$ cat config.mk
export PLATFORM = sky130hd
export DESIGN_NAME = seg7_msg_scroller
export DESIGN_NICKNAME = d
export VERILOG_FILES = /design/src/rtl/seg7_msg_scroller.sv
export SDC_FILE = /design/constraint.sdc
export NUM_CORES = 1
export LEC_CHECK = 0
export CAP_MARGIN = 20
export CORE_MARGIN = 10
export CORE_UTILIZATION = 62
export CTS_CLUSTER_DIAMETER = 120
export DETAILED_ROUTE_END_ITERATION = 6
export GPL_TIMING_DRIVEN = 0
export MAX_ROUTING_LAYER = met4
export PLACE_DENSITY = 0.84
export RECOVER_POWER = 25
export SYNTH_ARGS = -nofsm -noshare
export SYNTH_HDL_FRONTEND = slang
export SYNTH_SLANG_ARGS = --single-unit
$ cat constraint.sdc
create_clock -name clk -period 6.9 [get_ports clk]
set_clock_uncertainty 0.15 [all_clocks]
set_input_delay 1.725 -clock clk [delete_from_list [all_inputs] [get_ports clk]]
set_output_delay 1.725 -clock clk [all_outputs]
set_load 0.05 [all_outputs]
$ cat src/rtl/seg7_msg_scroller.sv
`default_nettype none
// ============================================================================
// seg7_msg_scroller
// Scrolls a display index through a writable 7-segment message buffer.
// Revision: 1.0
// ============================================================================
module seg7_msg_scroller #(
    parameter int DIV_W   = 24,
    parameter int MSG_LEN = 16,
    parameter int IDX_W   = 4,
    parameter int DEF_DIV = 10_000_000
) (
    input  logic               clk,
    input  logic               reset,
    input  logic [1:0]         mode,
    input  logic               step,
    input  logic               step_dir,
    input  logic               cfg_we,
    input  logic [DIV_W-1:0]   tick_div,
    input  logic [IDX_W:0]     msg_len,
    input  logic               wr_en,
    input  logic [IDX_W-1:0]   wr_addr,
    input  logic [6:0]         wr_data,
    output logic [6:0]         seg_out,
    output logic [IDX_W-1:0]   idx_out,
    output logic               wrap,
    output logic [7:0]         dbg_cnt
);

    localparam int               DEPTH     = 2**IDX_W;
    localparam logic [1:0]       MODE_FWD  = 2'b01;
    localparam logic [1:0]       MODE_REV  = 2'b10;
    localparam logic [1:0]       MODE_STEP = 2'b11;
    localparam logic [IDX_W:0]   LEN_MAX   = (IDX_W+1)'(MSG_LEN);
    localparam logic [IDX_W:0]   LEN_MIN   = (IDX_W+1)'(1);
    localparam logic [DIV_W-1:0] DIV_RESET = DIV_W'(DEF_DIV);

    logic [DIV_W-1:0] count_q, count_d;
    logic [DIV_W-1:0] div_q, div_d;
    logic [IDX_W:0]   len_q, len_d;
    logic [IDX_W-1:0] idx_q, idx_d;
    logic [6:0]       seg_q, seg_d;
    logic             wrap_q, wrap_d;
    logic [6:0]       mem_q [DEPTH];
    logic [6:0]       mem_d [DEPTH];

    logic             tick;
    logic             advance;
    logic             reverse;
    logic [IDX_W:0]   len_clamped;
    logic [IDX_W-1:0] last_idx;

    assign tick     = (count_q == div_q);
    // len_q may equal 2**IDX_W; the low bits wrap to 0 and the decrement wraps back.
    assign last_idx = len_q[IDX_W-1:0] - IDX_W'(1);

    always_comb begin
        len_clamped = msg_len;
        if (msg_len == '0) begin
            len_clamped = LEN_MIN;
        end else if (msg_len > LEN_MAX) begin
            len_clamped = LEN_MAX;
        end
    end

    always_comb begin
        advance = 1'b0;
        reverse = 1'b0;
        case (mode)
            MODE_FWD: begin
                advance = tick;
            end
            MODE_REV: begin
                advance = tick;
                reverse = 1'b1;
            end
            MODE_STEP: begin
                advance = step;
                reverse = step_dir;
            end
            default: begin
                advance = 1'b0;
            end
        endcase
    end

    always_comb begin
        count_d = tick ? '0 : count_q + DIV_W'(1);
        div_d   = div_q;
        len_d   = len_q;
        idx_d   = idx_q;
        wrap_d  = 1'b0;
        // A config load takes priority and swallows any coincident advance.
        if (cfg_we) begin
            div_d   = tick_div;
            count_d = '0;
            len_d   = len_clamped;
            if ({1'b0, idx_q} >= len_clamped) begin
                idx_d = '0;
            end
        end else if (advance) begin
            if (!reverse) begin
                if (idx_q == last_idx) begin
                    idx_d  = '0;
                    wrap_d = 1'b1;
                end else begin
                    idx_d = idx_q + IDX_W'(1);
                end
            end else begin
                if (idx_q == '0) begin
                    idx_d  = last_idx;
                    wrap_d = 1'b1;
                end else begin
                    idx_d = idx_q - IDX_W'(1);
                end
            end
        end
    end

    always_comb begin
        mem_d = mem_q;
        if (wr_en && ({1'b0, wr_addr} < LEN_MAX)) begin
            mem_d[wr_addr] = wr_data;
        end
        seg_d = mem_q[idx_q];
    end

    always_ff @(posedge clk) begin
        if (reset) begin
            count_q <= '0;
            div_q   <= DIV_RESET;
            len_q   <= LEN_MAX;
            idx_q   <= '0;
            seg_q   <= '0;
            wrap_q  <= 1'b0;
            for (int i = 0; i < DEPTH; i++) begin
                mem_q[i] <= '0;
            end
        end else begin
            count_q <= count_d;
            div_q   <= div_d;
            len_q   <= len_d;
            idx_q   <= idx_d;
            seg_q   <= seg_d;
            wrap_q  <= wrap_d;
            for (int i = 0; i < DEPTH; i++) begin
                mem_q[i] <= mem_d[i];
            end
        end
    end

    assign seg_out = seg_q;
    assign idx_out = idx_q;
    assign wrap    = wrap_q;

    generate
        if (DIV_W >= 8) begin : g_dbg_direct
            assign dbg_cnt = count_q[7:0];
        end else begin : g_dbg_pad
            assign dbg_cnt = {{(8-DIV_W){1'b0}}, count_q};
        end
    endgenerate

endmodule
`default_nettype wire

# Word-level counts from Yosys, hierarchy flattened

Index checks and enable logic that the tools add are counted.

Bits in registers: 176
Logic and storage cells: 67

Add/subtract/negate cells: 4
Order comparisons: 5
Equal/unequal tests: 6
Mux-type cells: 19
Bitwise logic cells: 3
Reduce and logical (&&, ||, !) cells: 8

Operators with widths:

| operator                | number |
|---|---|
| $bwmux W112             | 1 |
| $bmux W7 S4             | 1 |
| $demux W7 S4            | 1 |
| $add A24 B1 Y24 const B | 1 |
| $eq A24 B24 Y1          | 1 |
| $mux W4                 | 6 |
| $mux W7                 | 3 |
| $ge A5 B5 Y1 const B    | 2 |
| $mux W5                 | 2 |
| $not A4 Y5              | 2 |
| $sub A4 B1 Y4 const B   | 2 |
| $reduce_or A3 Y1        | 2 |
| $ge A4 B5 Y1            | 1 |
| $gt A5 B5 Y1 const B    | 1 |
| $logic_not A5 Y1        | 1 |
| $lt A5 B1 Y1 const B    | 1 |
| $add A4 B1 Y4 const B   | 1 |
| $eq A2 B2 Y1 const B    | 2 |
| $eq A4 B4 Y1            | 1 |
| $logic_not A4 Y1        | 1 |
| $pmux W1 S2             | 2 |
| $mux W1                 | 3 |
| $eq A2 B1 Y1 const B    | 1 |
| $ne A2 B1 Y1 const B    | 1 |
| 5 further kinds         | 5 |

# Logic depth before layout (Yosys ltp)

Depth after elaboration: 6
Depth in mapped cells: 11
Mapped depth without buffers: 10

# Worst setup path before layout

OpenSTA, ideal clock, no wires.

Path kind: input -> register
From: in msg_len[1]
To: reg idx_q[2], in the netlist idx_out[2]
Data arrival time: 3.195 ns
Required time: 6.690 ns
Slack: 3.495 ns
Cell stages on the path: 10
Path buffers: 0
Cells stage by stage: nor3_1 nor2_1 nor2_1 ha_1 nand2b_1 a21o_1 a21o_1 a21oi_1 o311a_1 a22o_1

Word-level cells in the longest chain between the ends: 6

Ends and longest elaborated chain:

| item                                   | line | RTL |
|---|---|---|
| start, declared                        | 20   | `input logic [IDX_W:0] msg_len,` |
| $gt A5 B5 Y1                           | 61   | `end else if (msg_len > LEN_MAX) begin` |
| $mux W5                                | 61   |  |
| $mux W5 (*)                            | 59   | `if (msg_len == '0) begin` |
| via len_clamped[0]                     | 50   | `logic [IDX_W:0] len_clamped;` |
| $ge A4 B5 Y1 (*)                       | 98   | `if ({1'b0, idx_q} >= len_clamped) begin` |
| $ne A2 B1 Y1 (no source line) (*)      | -    |  |
| $reduce_and A2 Y1 (no source line) (*) | -    |  |
| end signal, assigned                   | 143  | `idx_q <= idx_d;` |
| end, declared                          | 41   | `logic [IDX_W-1:0] idx_q, idx_d;` |

The timed path passes the listed nets; every way through them passes the cells marked *.
A chain may end at the register's enable or synchronous reset.

# Worst setup path in the final report

From: reg idx_q[3], in the netlist idx_out[3]
To: out idx_out[3]

RTL lines:

| item          | line | RTL |
|---|---|---|
| end, declared | 25   | `output logic [IDX_W-1:0] idx_out,` |

No word-level cell between the ends.

==> results.py <==
metrics = {
    "outcome": {
        "outcome": "complete, no violations",
    },
    "sta": {
        "final.period_utilization_pct": 55.5,
        "rsz0062_at_grt": "false",
        "tightest_slew_ps": 1160,
        "fin_crit_ps": 3830,
        "hold_viol": 0,
        "maxSlewHeadroom_pct": 22.5,
        "setup_tns_ps": 0,
        "fmax_mhz": 261,
        "drv_slew": 0,
        "setup_viol": 0,
    },
    "global_route": {
        "grt_pass1_wl_um": 33100,
        "grt_max_degree": 17,
        "globalRouteOverflowTotal": 0,
        "grt_antenna_before_repair": 1,
        "track_usage_pct": 23.8,
        "grt_pass1_vias": 6364,
    },
    "floorplanning": {
        "die-area_um2": 17900,
        "die_w_um": 134,
        "die_h_um": 134,
        "rows": 41,
        "core_um2": 12700,
        "start_util_pct": 63.4,
        "num_io_pins": 68,
    },
    "clock_tree": {
        "h-tree-depth": 4,
        "cts_root_buf": "clkbuf_16",
        "cts.sinks": 176,
        "cts_setup_buffers": 0,
        "cts_max_path_buffers": 2,
        "ctsResizeCount": 0,
        "path_clk_slew_ps": 60,
        "holdBufCountCts": 0,
        "cts_tree": "built",
        "clkLatencyLatePin_ps": 440,
        "cts_inserted_buffers": 17,
    },
    "setup_path": {
        "crit_buf_inv": 1,
        "crit_required_ps": 5030,
        "end_kind": "primary output",
        "max_stage_delay_ps": 910,
        "slowest_stage": "clkdlybuf4s50_1",
        "cp_num_cells": 1,
        "crit_fanout": 6,
        "rrSetupSlack_ps": 3390,
        "critPathLaunchType": "register",
        "r2r.worst_path.cells": 6,
        "crit_chain": "clkdlybuf4s50_1",
        "path_class": "reg2out",
        "critPathArrivalTime_ps": 1960,
        "path_delay_family": "buffers and inverters",
        "r2r-start": "idx_out[1]",
        "r2r-end": "seg_out[2]",
    },
    "synth": {
        "synth-seq-cells": 176,
        "synthFlopType": "dfxtp_1",
        "synth_top_family_by_area": "multiplexers",
        "syn-num-nets": 838,
        "synth_cell_types": 44,
        "synthMuxAreaShare_pct": 26.1,
        "synth_area_per_cell_um2": 10.3,
        "synth_edf_count": 0,
        "synth_cells": 779,
        "synth-simple-area-share_pct": 15.3,
        "yosysWarnings": 0,
        "synth_area_um2": 8030,
        "async_reset_ff_share_pct": 0,
        "synth_compound_area_share_pct": 2.94,
        "synth_xor_area_share_pct": 5.78,
        "yosys.area_share.adder_pct": 1.71,
        "synth-seq-area-share_pct": 43.9,
    },
    "routing": {
        "dr.pass1.iters": 5,
        "drc_errors": 0,
        "wl_per_cell_um": 19.7,
        "vias_per_cell": 5.81,
        "drt-total-wl_um": 20700,
        "via_count": 6090,
        "ant_nets": 0,
        "drtIter0Drc": 576,
    },
    "final_layout": {
        "area_growth_pct": 18.3,
        "final_common_cell": "dfxtp_1",
        "drive_above_1_share_pct": 10.6,
        "final_cell_mix": "176 x dfxtp_1, 174 x nor2_1, 130 x mux2i_1",
        "final_cell_area_um2": 9510,
        "final_nets": 922,
        "n_fill_cell": 852,
    },
    "placement": {
        "place_hpwl_um": 14300,
        "portBuffers": 65,
        "dpl-instance-area_um2": 8900,
        "gp_congestion": 0.950,
    },
    "worst_hold_path": {
        "hold_path.class": "reg2reg",
        "hold_depth": 2,
        "min_from": "mem_q[7]",
        "hold-path-endpoint": "mem_q[7]",
    },
    "flow_run": {
        "max_cap_violations": 0,
    },
    "pwr": {
        "power_density_nw_per_um2": 236,
        "ir_drop_uv": 172,
        "p_leak_nw": 3.69,
    },
}
[power breakdown]
part           switching [W]  internal, W
logic              0.0000947    0.0000770
registers          0.0000143      0.00104
clock network       0.000406     0.000617
total               0.000515      0.00173
[per-layer routing]
layer,vias up,GRT usage [%],share of wire [%]
met5,-,-,0
met4,0,11.4,3.2
met3,61,6.20,6.2
met2,230,39.2,50
met1,2958,26.7,41
li1,2841,-,-
[registers in the layout (all words and copies together), names as in the netlist]
register	count
count_q	24
seg_out	7
div_q	24
len_q	4
wrap	1
idx_out	4
mem_q	112
[Yosys cell counts (2+ instances only)]
master | n | area (um2)
nor4_1 | 4 | 25.0
nand3_1 | 12 | 60.1
nand4_1 | 9 | 56.3
nor2b_1 | 16 | 100
a21o_1 | 4 | 30.0
inv_1 | 14 | 52.6
mux2i_1 | 130 | 1300
dfxtp_1 | 176 | 3520
clkbuf_1 | 30 | 113
a211o_1 | 8 | 70.1
or2_2 | 2 | 12.5
buf_4 | 16 | 120
and3_1 | 5 | 31.3
nor2_2 | 4 | 25.0
a21oi_1 | 9 | 45.0
xnor2_1 | 36 | 315
nand3b_1 | 2 | 15.0
buf_1 | 4 | 15.0
xor2_1 | 17 | 149
nor2_1 | 174 | 653
nor3b_1 | 2 | 15.0
ha_1 | 11 | 138
o21ai_0 | 2 | 10.0
nor2b_2 | 3 | 26.3
nor3_1 | 4 | 20.0
mux4_2 | 35 | 788
buf_2 | 6 | 30.0
a22o_1 | 3 | 26.3
nand2_1 | 16 | 60.1
nand2b_1 | 11 | 68.8
[through the flow]
step | hold slack, ps | utilization [%] | power, W | instances | setup WS, ps
after floorplan | 305 | - | 0.00117 | 779 | 3500
after global placement | 317 | 70.2 | 0.00123 | 1016 | 2810
after detailed placement | 329 | 70.2 | 0.00124 | 1016 | 2790
after CTS | 345 | 75.2 | 0.00225 | 1048 | 3080
after global routing | 371 | 75.0 | 0.00230 | 1049 | 3050
final | 337 | 75.0 | 0.00224 | 1049 | 3070
[cell type report]
| cell class | count | area, um2 | area share, % |
|---|---|---|---|
| inverters | 14 | 52.6 | 0.553 |
| well taps | 172 | 215 | 2.26 |
| clock inverters | 12 | 181 | 1.91 |
| repair buffers | 65 | 651 | 6.84 |
| plain buffers | 57 | 268 | 2.82 |
| clock buffers | 20 | 447 | 4.70 |
| flip-flops and latches | 176 | 3520 | 37.1 |
| diodes | 1 | 2.50 | 0.0263 |
| multi-input cells | 532 | 4170 | 43.8 |
[how the worst max path moves through the flow]
| stage | slack (ps) | start | to |
|---|---|---|---|
| global route | 3050 | idx_out[3] | idx_out[3] |
| global placement | 2810 | msg_len[1] | idx_out[2] |
| detailed placement | 2790 | msg_len[1] | idx_out[2] |
| finish | 3070 | idx_out[3] | idx_out[3] |
| floorplan | 3500 | msg_len[1] | idx_out[2] |
| CTS | 3080 | idx_out[3] | idx_out[3] |
[worst reg2reg max path, stage by stage (launching register included)]
cell and delay (ps):
dfxtp_1 420, clkbuf_1 450, clkbuf_1 540, clkbuf_1 660, mux4_2 490, mux4_2 530
nor2b_1 150
[cells by family after synthesis]
kind of cell / Yosys count
compound gates: 33
xor+xnor: 53
fa+ha+maj: 11
buf+inv: 71
flops: 176
mux: 166
simple gates: 269
No activity file was read; power rests on OpenSTA's default activity.
